### config.mk
export PLATFORM = sky130hd
export DESIGN_NAME = fa4b_seq_adder_ctrl_flat
export DESIGN_NICKNAME = d
export VERILOG_FILES = /design/src/rtl/fa4b_seq_adder_ctrl_pkg.sv /design/src/rtl/fa4b_seq_adder_ctrl_if.sv /design/src/rtl/fa4b_seq_adder_ctrl_fa4b.sv /design/src/rtl/fa4b_seq_adder_ctrl.sv /design/src/flat_wrapper.sv
export SDC_FILE = /design/constraint.sdc
export NUM_CORES = 1
export LEC_CHECK = 0
export CAP_MARGIN = 20
export CORE_ASPECT_RATIO = 0.9
export CORE_MARGIN = 2
export CORE_UTILIZATION = 47
export CTS_CLUSTER_DIAMETER = 120
export DETAILED_ROUTE_END_ITERATION = 8
export PLACE_DENSITY = 0.72
export SLEW_MARGIN = 5
export SYNTH_ARGS = -nofsm -noshare
export SYNTH_HDL_FRONTEND = slang
export SYNTH_SLANG_ARGS = --single-unit
### constraint.sdc
create_clock -name clk -period 3.4 [get_ports clk]
set_input_delay 1.02 -clock clk [delete_from_list [all_inputs] [get_ports clk]]
set_output_delay 1.02 -clock clk [all_outputs]
set_load 0.1 [all_outputs]
### src/rtl/fa4b_seq_adder_ctrl_pkg.sv
// Shared types and constants for the nibble-serial adder controller.
package fa4b_seq_adder_ctrl_pkg;

    localparam int unsigned SliceW = 4;

    typedef enum logic [1:0] {
        StIdle = 2'd0,
        StRun  = 2'd1,
        StDone = 2'd2
    } state_e;

    // Slice index width; a single-slice build still needs a 1-bit index.
    function automatic int unsigned idx_width(input int unsigned nibbles);
        return (nibbles > 1) ? $clog2(nibbles) : 1;
    endfunction

endpackage

### src/rtl/fa4b_seq_adder_ctrl_if.sv
// Start/done request bus between a requester and the serial adder controller.
interface fa4b_seq_adder_ctrl_if #(
    parameter int unsigned NIBBLES = 4
);
    import fa4b_seq_adder_ctrl_pkg::*;

    localparam int unsigned W = SliceW * NIBBLES;

    logic         start;
    logic [W-1:0] a_in;
    logic [W-1:0] b_in;
    logic         c_in;
    logic         busy;
    logic         done;
    logic [W-1:0] sum;
    logic         c_out;

    modport master (
        output start, a_in, b_in, c_in,
        input  busy, done, sum, c_out
    );

    modport slave (
        input  start, a_in, b_in, c_in,
        output busy, done, sum, c_out
    );

endinterface

### src/rtl/fa4b_seq_adder_ctrl_fa4b.sv
// Combinational 4-bit ripple-carry adder shared by every slice.
module fa4b_seq_adder_ctrl_fa4b (
    input  logic [3:0] a,
    input  logic [3:0] b,
    input  logic       ci,
    output logic [3:0] s,
    output logic       co
);

    always_comb begin : p_ripple
        logic cy;
        cy = ci;
        for (int i = 0; i < 4; i++) begin
            s[i] = a[i] ^ b[i] ^ cy;
            cy   = (a[i] & b[i]) | (cy & (a[i] ^ b[i]));
        end
        co = cy;
    end

endmodule

### src/rtl/fa4b_seq_adder_ctrl.sv
// Wide adder built by stepping one 4-bit adder over NIBBLES slices, LSB first.
module fa4b_seq_adder_ctrl
    import fa4b_seq_adder_ctrl_pkg::*;
#(
    parameter int unsigned NIBBLES = 4
) (
    input logic                   clk,
    input logic                   rst,
    fa4b_seq_adder_ctrl_if.slave  bus
);

    localparam int unsigned W    = SliceW * NIBBLES;
    localparam int unsigned IdxW = idx_width(NIBBLES);
    localparam int unsigned LsbW = $clog2(W);
    localparam logic [IdxW-1:0] IdxLast = IdxW'(NIBBLES - 1);

    state_e          state_q, state_d;
    logic [IdxW-1:0] idx_q, idx_d;
    logic [W-1:0]    a_q, a_d, b_q, b_d;
    logic [W-1:0]    work_q, work_d;
    logic            carry_q, carry_d;
    logic [W-1:0]    sum_q;
    logic            c_out_q, busy_q, done_q;

    logic [LsbW-1:0]   slice_lsb;
    logic [SliceW-1:0] fa_a, fa_b, fa_s;
    logic              fa_co;

    assign slice_lsb = LsbW'(idx_q) << $clog2(SliceW);
    assign fa_a      = a_q[slice_lsb +: SliceW];
    assign fa_b      = b_q[slice_lsb +: SliceW];

    fa4b_seq_adder_ctrl_fa4b u_fa4b (
        .a  (fa_a),
        .b  (fa_b),
        .ci (carry_q),
        .s  (fa_s),
        .co (fa_co)
    );

    always_comb begin
        state_d = state_q;
        idx_d   = idx_q;
        a_d     = a_q;
        b_d     = b_q;
        carry_d = carry_q;
        work_d  = work_q;
        unique case (state_q)
            StIdle, StDone: begin
                if (bus.start) begin
                    a_d     = bus.a_in;
                    b_d     = bus.b_in;
                    carry_d = bus.c_in;
                    idx_d   = '0;
                    state_d = StRun;
                end else begin
                    state_d = StIdle;
                end
            end
            StRun: begin
                work_d[slice_lsb +: SliceW] = fa_s;
                carry_d = fa_co;
                if (idx_q == IdxLast) begin
                    state_d = StDone;
                end else begin
                    idx_d = idx_q + 1'b1;
                end
            end
            default: state_d = StIdle;
        endcase
    end

    always_ff @(posedge clk) begin
        if (rst) begin
            state_q <= StIdle;
            idx_q   <= '0;
            a_q     <= '0;
            b_q     <= '0;
            carry_q <= 1'b0;
            work_q  <= '0;
            sum_q   <= '0;
            c_out_q <= 1'b0;
            busy_q  <= 1'b0;
            done_q  <= 1'b0;
        end else begin
            state_q <= state_d;
            idx_q   <= idx_d;
            a_q     <= a_d;
            b_q     <= b_d;
            carry_q <= carry_d;
            work_q  <= work_d;
            busy_q  <= (state_d == StRun);
            done_q  <= (state_d == StDone);
            // Result is published only on entry to DONE so partial slices stay hidden.
            if (state_d == StDone) begin
                sum_q   <= work_d;
                c_out_q <= carry_d;
            end
        end
    end

    assign bus.busy  = busy_q;
    assign bus.done  = done_q;
    assign bus.sum   = sum_q;
    assign bus.c_out = c_out_q;

endmodule

### src/flat_wrapper.sv
// flat-port wrapper written by rule: the top's interface ports become plain ports
module fa4b_seq_adder_ctrl_flat import fa4b_seq_adder_ctrl_pkg::*;
#(
    parameter int unsigned NIBBLES = 4
)
  (clk, rst, bus_start, bus_a_in, bus_b_in, bus_c_in, bus_busy, bus_done, bus_sum, bus_c_out);
  fa4b_seq_adder_ctrl_if #(.NIBBLES(NIBBLES)) bus_i ();
  input logic clk;
  input logic rst;
  input wire logic [$bits(bus_i.start)-1:0] bus_start;
  input wire logic [$bits(bus_i.a_in)-1:0] bus_a_in;
  input wire logic [$bits(bus_i.b_in)-1:0] bus_b_in;
  input wire logic [$bits(bus_i.c_in)-1:0] bus_c_in;
  output wire logic [$bits(bus_i.busy)-1:0] bus_busy;
  output wire logic [$bits(bus_i.done)-1:0] bus_done;
  output wire logic [$bits(bus_i.sum)-1:0] bus_sum;
  output wire logic [$bits(bus_i.c_out)-1:0] bus_c_out;
  assign bus_i.start = bus_start;
  assign bus_i.a_in = bus_a_in;
  assign bus_i.b_in = bus_b_in;
  assign bus_i.c_in = bus_c_in;
  assign bus_busy = bus_i.busy;
  assign bus_done = bus_i.done;
  assign bus_sum = bus_i.sum;
  assign bus_c_out = bus_i.c_out;
  fa4b_seq_adder_ctrl #(.NIBBLES(NIBBLES)) u_core (.clk(clk), .rst(rst), .bus(bus_i));
endmodule
======== After elaboration in Yosys (flattened, before gate mapping) ========
Cells that the tools add are included.
Widths: inputs -> output; s select.
cells by class
  add/subtract/negate cells ............... 2
  equal/unequal tests ..................... 7
  shift-type cells ........................ 4
  muxes and demuxes ....................... 10
  bitwise operators ....................... 20
  reduce and logical (&&, ||, !) cells .... 5
operator list
  cell                    count
  $shiftx 16x5->4         2
  $bwmux 16               1
  $mux 16                 1
  $shift 4x6->16 const A  1
  $shiftx 4x6->16         1
  $and 1x1->1             8
  $pmux 2 s2              2
  $xor 1x1->1             8
  $eq 2x2->1 const B      3
  $mux 2                  3
  $neg 4->6               1
  $eq 2x1->1 const B      2
  $ne 2x2->1 const B      2
  $or 1x1->1              4
  $reduce_and 3->1        1
  $add 2x1->2 const B     1
  $logic_not 2->1         1
  $mux 1                  2
  $pmux 1 s2              1
  $reduce_and 2->1        1
  $reduce_bool 2->1       1
  $reduce_or 2->1         1
storage, ports and cells
  bits in registers ....................... 72
  input bits .............................. 36
  output and inout bits ................... 19
  logic and storage cells ................. 58

======== Depth between registers and ports, before layout ========
Gate-level depths: netlist of the first run.
  word-level depth ........................ 12
  gate-level depth with buffers ........... 11
  mapped depth without buffers ............ 10

======== By module ========
From an unflattened synthesis of the first run, not the netlist that was laid out.
unflattened totals
  cell total of the unflattened synthesis .. 353
  area total of the unflattened synthesis .. 3175.5 µm²
modules (own cells, without submodules)
  module                    times used  cells an instance  area an instance (µm²)
  fa4b_seq_adder_ctrl       1           339                3057.9
  fa4b_seq_adder_ctrl_fa4b  1           14                 117.6

======== Worst setup path after synthesis of the first run ========
OpenSTA, ideal clock, no wires.
  kind .................................... flip-flop to flip-flop
  start point ............................. reg u_core.idx_q[0]
  end point ............................... reg u_core.sum_q[15] (netlist: u_core.bus.sum[15])
  arrival time ............................ 3079 ps
  data required time ...................... 3266 ps
  path slack .............................. 187 ps
  cell stages (with the launch flop) ...... 12
  clock period less this slack ............ 3213 ps
  path through ............................ dfxtp_1 > buf_4 > mux4_2 > inv_1 > fa_1 > fa_1 > fa_1 > inv_1 > fa_1 > and4bb_2 > mux2i_1 > a211oi_1
on the way
  longest elaborated chain between the ends .. 12
  elaborated cells between the ends (all ways) .. 28
  classes of those cells .................. add/sub: 1; eq/ne: 2; shift: 4; mux: 4; bitwise: 17
ends and longest elaborated chain
  what                                line                                                            RTL
  start: declaration                  fa4b_seq_adder_ctrl.sv:18                                       logic [IdxW-1:0] idx_q, idx_d;
  start signal: assignment            fa4b_seq_adder_ctrl.sv:87                                       idx_q <= idx_d;
  $shiftx 16x5->4 (on tied branches)  fa4b_seq_adder_ctrl.sv:30, fa4b_seq_adder_ctrl.sv:31
  $xor 1x1->1                         fa4b_seq_adder_ctrl_fa4b.sv:14, fa4b_seq_adder_ctrl_fa4b.sv:15
  $and 1x1->1                         fa4b_seq_adder_ctrl_fa4b.sv:15                                  cy = (a[i] & b[i]) | (cy & (a[i] ^ b[i]));
  $or 1x1->1                          fa4b_seq_adder_ctrl_fa4b.sv:15
  $and 1x1->1                         fa4b_seq_adder_ctrl_fa4b.sv:15
  $or 1x1->1                          fa4b_seq_adder_ctrl_fa4b.sv:15
  $and 1x1->1                         fa4b_seq_adder_ctrl_fa4b.sv:15
  $or 1x1->1                          fa4b_seq_adder_ctrl_fa4b.sv:15
  $xor 1x1->1                         fa4b_seq_adder_ctrl_fa4b.sv:14                                  s[i] = a[i] ^ b[i] ^ cy;
  $shiftx 4x6->16                     fa4b_seq_adder_ctrl.sv:61                                       work_d[slice_lsb +: SliceW] = fa_s;
  $bwmux 16                           fa4b_seq_adder_ctrl.sv:61
  $mux 16                             fa4b_seq_adder_ctrl.sv:48                                       unique case (state_q)
  end signal: assignment              fa4b_seq_adder_ctrl.sv:96                                       sum_q <= work_d;
  end: declaration                    fa4b_seq_adder_ctrl.sv:22                                       logic [W-1:0] sum_q;
Several ways; a longest one is shown, not always the timed one.
A chain may end at the register's enable or synchronous reset.

======== Worst setup path after layout of the first run ========
Ends and elaborated chain as after synthesis.

==> reports/metrics.yaml, run 1 <==
yosys:
  async_flop_share_pct: 0
  synth_most_common_cell: "nand2_1"
  synth_area_leader_cell: "dfxtp_1"
  synth.ff_latch_count: 72
  syn_inst: 353
  synth_top_area_share_pct: 45.3
  synthTopCellsByCount: "nand2_1 (82), dfxtp_1 (72), a21oi_1 (49)"
  ys.flop_type: "dfxtp_1"
  synthTopCellsByArea: "dfxtp_1 (45%), nand2_1 (9.7%), a21oi_1 (7.7%)"
  synth_edf_count: 0
  ys_types: 31
  synth_area_um2: 3180
  synth_warnings: 0
  syn_area_per_cell_um2: 9.01
  yosysSeqAreaShare_pct: 45.3
  syn_nets: 399
critical_path:
  arrival_ps: 3330
  startpoint_type: "flip-flop"
  critical_path_peak_fanout: 5
  r2r-start: "u_core.idx_q[0]"
  path_class: "flip-flop to flip-flop"
  rrSetupSlack_ps: 270
  r2r-end: "u_core.bus.sum[15]"
  end_kind: "flip-flop"
  reg2reg_depth: 10
  required_ps: 3600
grt:
  grt_pass1_vias: 2370
  grt_pass1_wl_mm: 11.1
  grt_max_degree: 47
  grt_usage_pct: 19.0
  antenna_found_initial: 0
  grt.busiest_layer: "met2"
  use_met1_pct: 23.0
  met2_usage_pct: 31.9
  grt_use_met3_pct: 6.79
  overflow: 0
placed_design:
  numPortBuffers: 54
  routabilityCongestion: 0.790
  dpl.hpwl_mm: 4.63
  dp_slack_ps: 269
cells_and_area:
  areaGrowthSynthToFinish_pct: 21.8
  multi_input_area_um2: 1560
  diodes: 0
  regArea_um2: 1440
  nets: 445
  fill_cells: 593
  layout-drive-gt1-share_pct: 12.7
floorplan:
  die_h_um: 82.1
  initial_core_util_pct: 48.6
  fp.dieW_um: 90.7
  fp.dieArea_um2: 7440
  placementRows: 28
  io_pins: 55
  coreArea_um2: 6550
cts:
  cts-buffers-inserted: 9
  cts_setup_buffers: 0
  cts_tree: "done"
  cts_resized: 0
  cts.clk_slew.worst_paths_ps: 60
  clk_latency_ps: 340
  h-tree-depth: 3
  ctsHoldBuffers: 0
  cts_root_buffer: "clkbuf_8"
  clock_sinks: 72
  clock_path_buffers: 2
outcome:
  status: "finished, final reports clean"
drt:
  first_iter_violations: 108
  drt-pass1-iter-count: 4
  viasPerCell: 5.08
  wl_per_cell_um: 13.2
  drc: 0
  via_count: 2494
  ant_nets: 0
  wl_mm: 6.48
worst_hold_path:
  hp-class: "flip-flop to flip-flop"
  holdPathStages: 2
  hold_end: "u_core.b_q[2]"
  min_from: "u_core.b_q[2]"
job:
  cap_violations: 0
sta:
  grt_setup_unrepaired: "no"
  hold_violations: 0
  fin_skew_ps: 7.35
  max_freq_ghz: 0.319
  setup_ws_ps: 270
  worstMarginPinSlew_ps: 669
  tns_ps: 0
  fin_crit_ps: 3130
  max_slew_margin_pct: 55.4
  finalSetupViolCount: 0
  slew_viol_final: 0
  fin_crit_sh_pct: 92.1
power:
  intPower_w: 0.00128
  power.density_nw_per_um2: 440
  p_switching_w: 0.000425
  ir_drop_mv: 0.274
  netSwitchingFraction_pct: 24.9
  power_frac_comb_pct: 13.9
  p_clk_share_pct: 33.7
  p_seq_share_pct: 52.4
  p_leak_nw: 1.38
[cell usage in the layout (no fill, tap or decap), drive strengths merged, types with 2 or more instances in the layout]
cell type      count
nand2b            17
fa                 4
a21oi             49
nand3b             4
nor2b              5
a211oi             3
nor2              21
nand3              2
dfxtp             72
nand4              3
ha                 6
nor3b              2
and4bb             2
nand4b             6
mux2i              5
buf               28
clkbuf            12
inv               10
mux4               8
nor4bb             5
nand2             82
clkdlybuf4s50     34
a311oi            15
[critical path, stage by stage (launching register included)]
cell      delay, ps
dfxtp_1         360
mux4_2          340
inv_1            50
fa_1            400
fa_1            390
fa_1            360
inv_1            80
fa_1            480
and4bb_2        280
mux2i_1         150
a211oi_1         90
[power groups by stage]
| stage | Sequential [W] | Clock [W] | Combinational [W] |
|---|---|---|---|
| 6_report | 0.000894 | 0.000575 | 0.000237 |
| 5_1_grt | 0.000897 | 0.000628 | 0.000262 |
| 4_1_cts | 0.000893 | 0.000590 | 0.000239 |
| 3_5_place_dp | 0.000912 | 0 | 0.000239 |
| 3_3_place_gp | 0.000911 | 0 | 0.000236 |
| 2_1_floorplan | 0.000916 | 0 | 0.000150 |
[registers in the layout, summed over array words and instances (netlist names)]
signal / flops
u_core.carry_q: 1
u_core.bus.done: 1
u_core.bus.busy: 1
u_core.state_q: 2
u_core.bus.c_out: 1
u_core.a_q: 16
u_core.b_q: 16
u_core.idx_q: 2
u_core.bus.sum: 16
u_core.work_q: 16
[per-stage QoR]
stage / instances / util [%] / area [µm²] / power, W / hold slack (ps)
finish: 491 / 59.2 / 3880 / 0.00171 / 453
detailed placement: 478 / 56.7 / 3720 / 0.00115 / 446
CTS: 491 / 59.2 / 3880 / 0.00172 / 455
global route: 491 / 59.2 / 3880 / 0.00179 / 471
global placement: 478 / 56.7 / 3720 / 0.00115 / 442
floorplan: 353 / - / 3180 / 0.00107 / 433
[cells by family (layout without fill, tap and decap cells)]
group | after synthesis | after routing | share of synthesized area, %
fa+ha+maj | 10 | 10 | 4.88
flops | 72 | 72 | 45.3
simple gates | 153 | 153 | 24.3
mux | 13 | 13 | 7.24
compound gates | 68 | 68 | 12.7
buf+inv | 37 | 85 | 5.54
[cell type report]
| cell class | count | share of cell area (%) |
|---|---|---|
| Multi-Input combinational cell | 244 | 40.3 |
| Sequential cell | 72 | 37.2 |
| Timing Repair Buffer | 62 | 14.5 |
| Clock buffer | 12 | 4.00 |
| Tap cell | 90 | 2.91 |
| Inverter | 10 | 0.968 |
| Clock inverter | 1 | 0.129 |
[routing by layer]
layer | part of all wire, % | up-vias | wire, µm
met5 | 0 | - | 0
met4 | 0.94 | 0 | 61
met3 | 5.2 | 6 | 337
met2 | 47 | 66 | 3020
met1 | 47 | 1120 | 3060
li1 | - | 1302 | -
[worst max path at each step]
stage | cells after the start | slack [ps] | startpoint | endpoint
floorplan | 11 | 190 | u_core.idx_q[0] | u_core.bus.sum[15]
global placement | 10 | 370 | u_core.idx_q[0] | u_core.bus.sum[15]
detailed placement | 10 | 270 | u_core.idx_q[0] | u_core.bus.sum[15]
CTS | 10 | 250 | u_core.idx_q[0] | u_core.bus.sum[15]
global route | 10 | 110 | u_core.idx_q[0] | u_core.bus.sum[15]
finish | 10 | 270 | u_core.idx_q[0] | u_core.bus.sum[15]
Power figures use the tool's default switching activity.
==> inputs of run 2 (changes only) <==
HOLD_SLACK_MARGIN = 0.03   (was not set)
==> results of run 2 <==
Same layout as run 1: the final DEF is identical, and so are final timing and power.
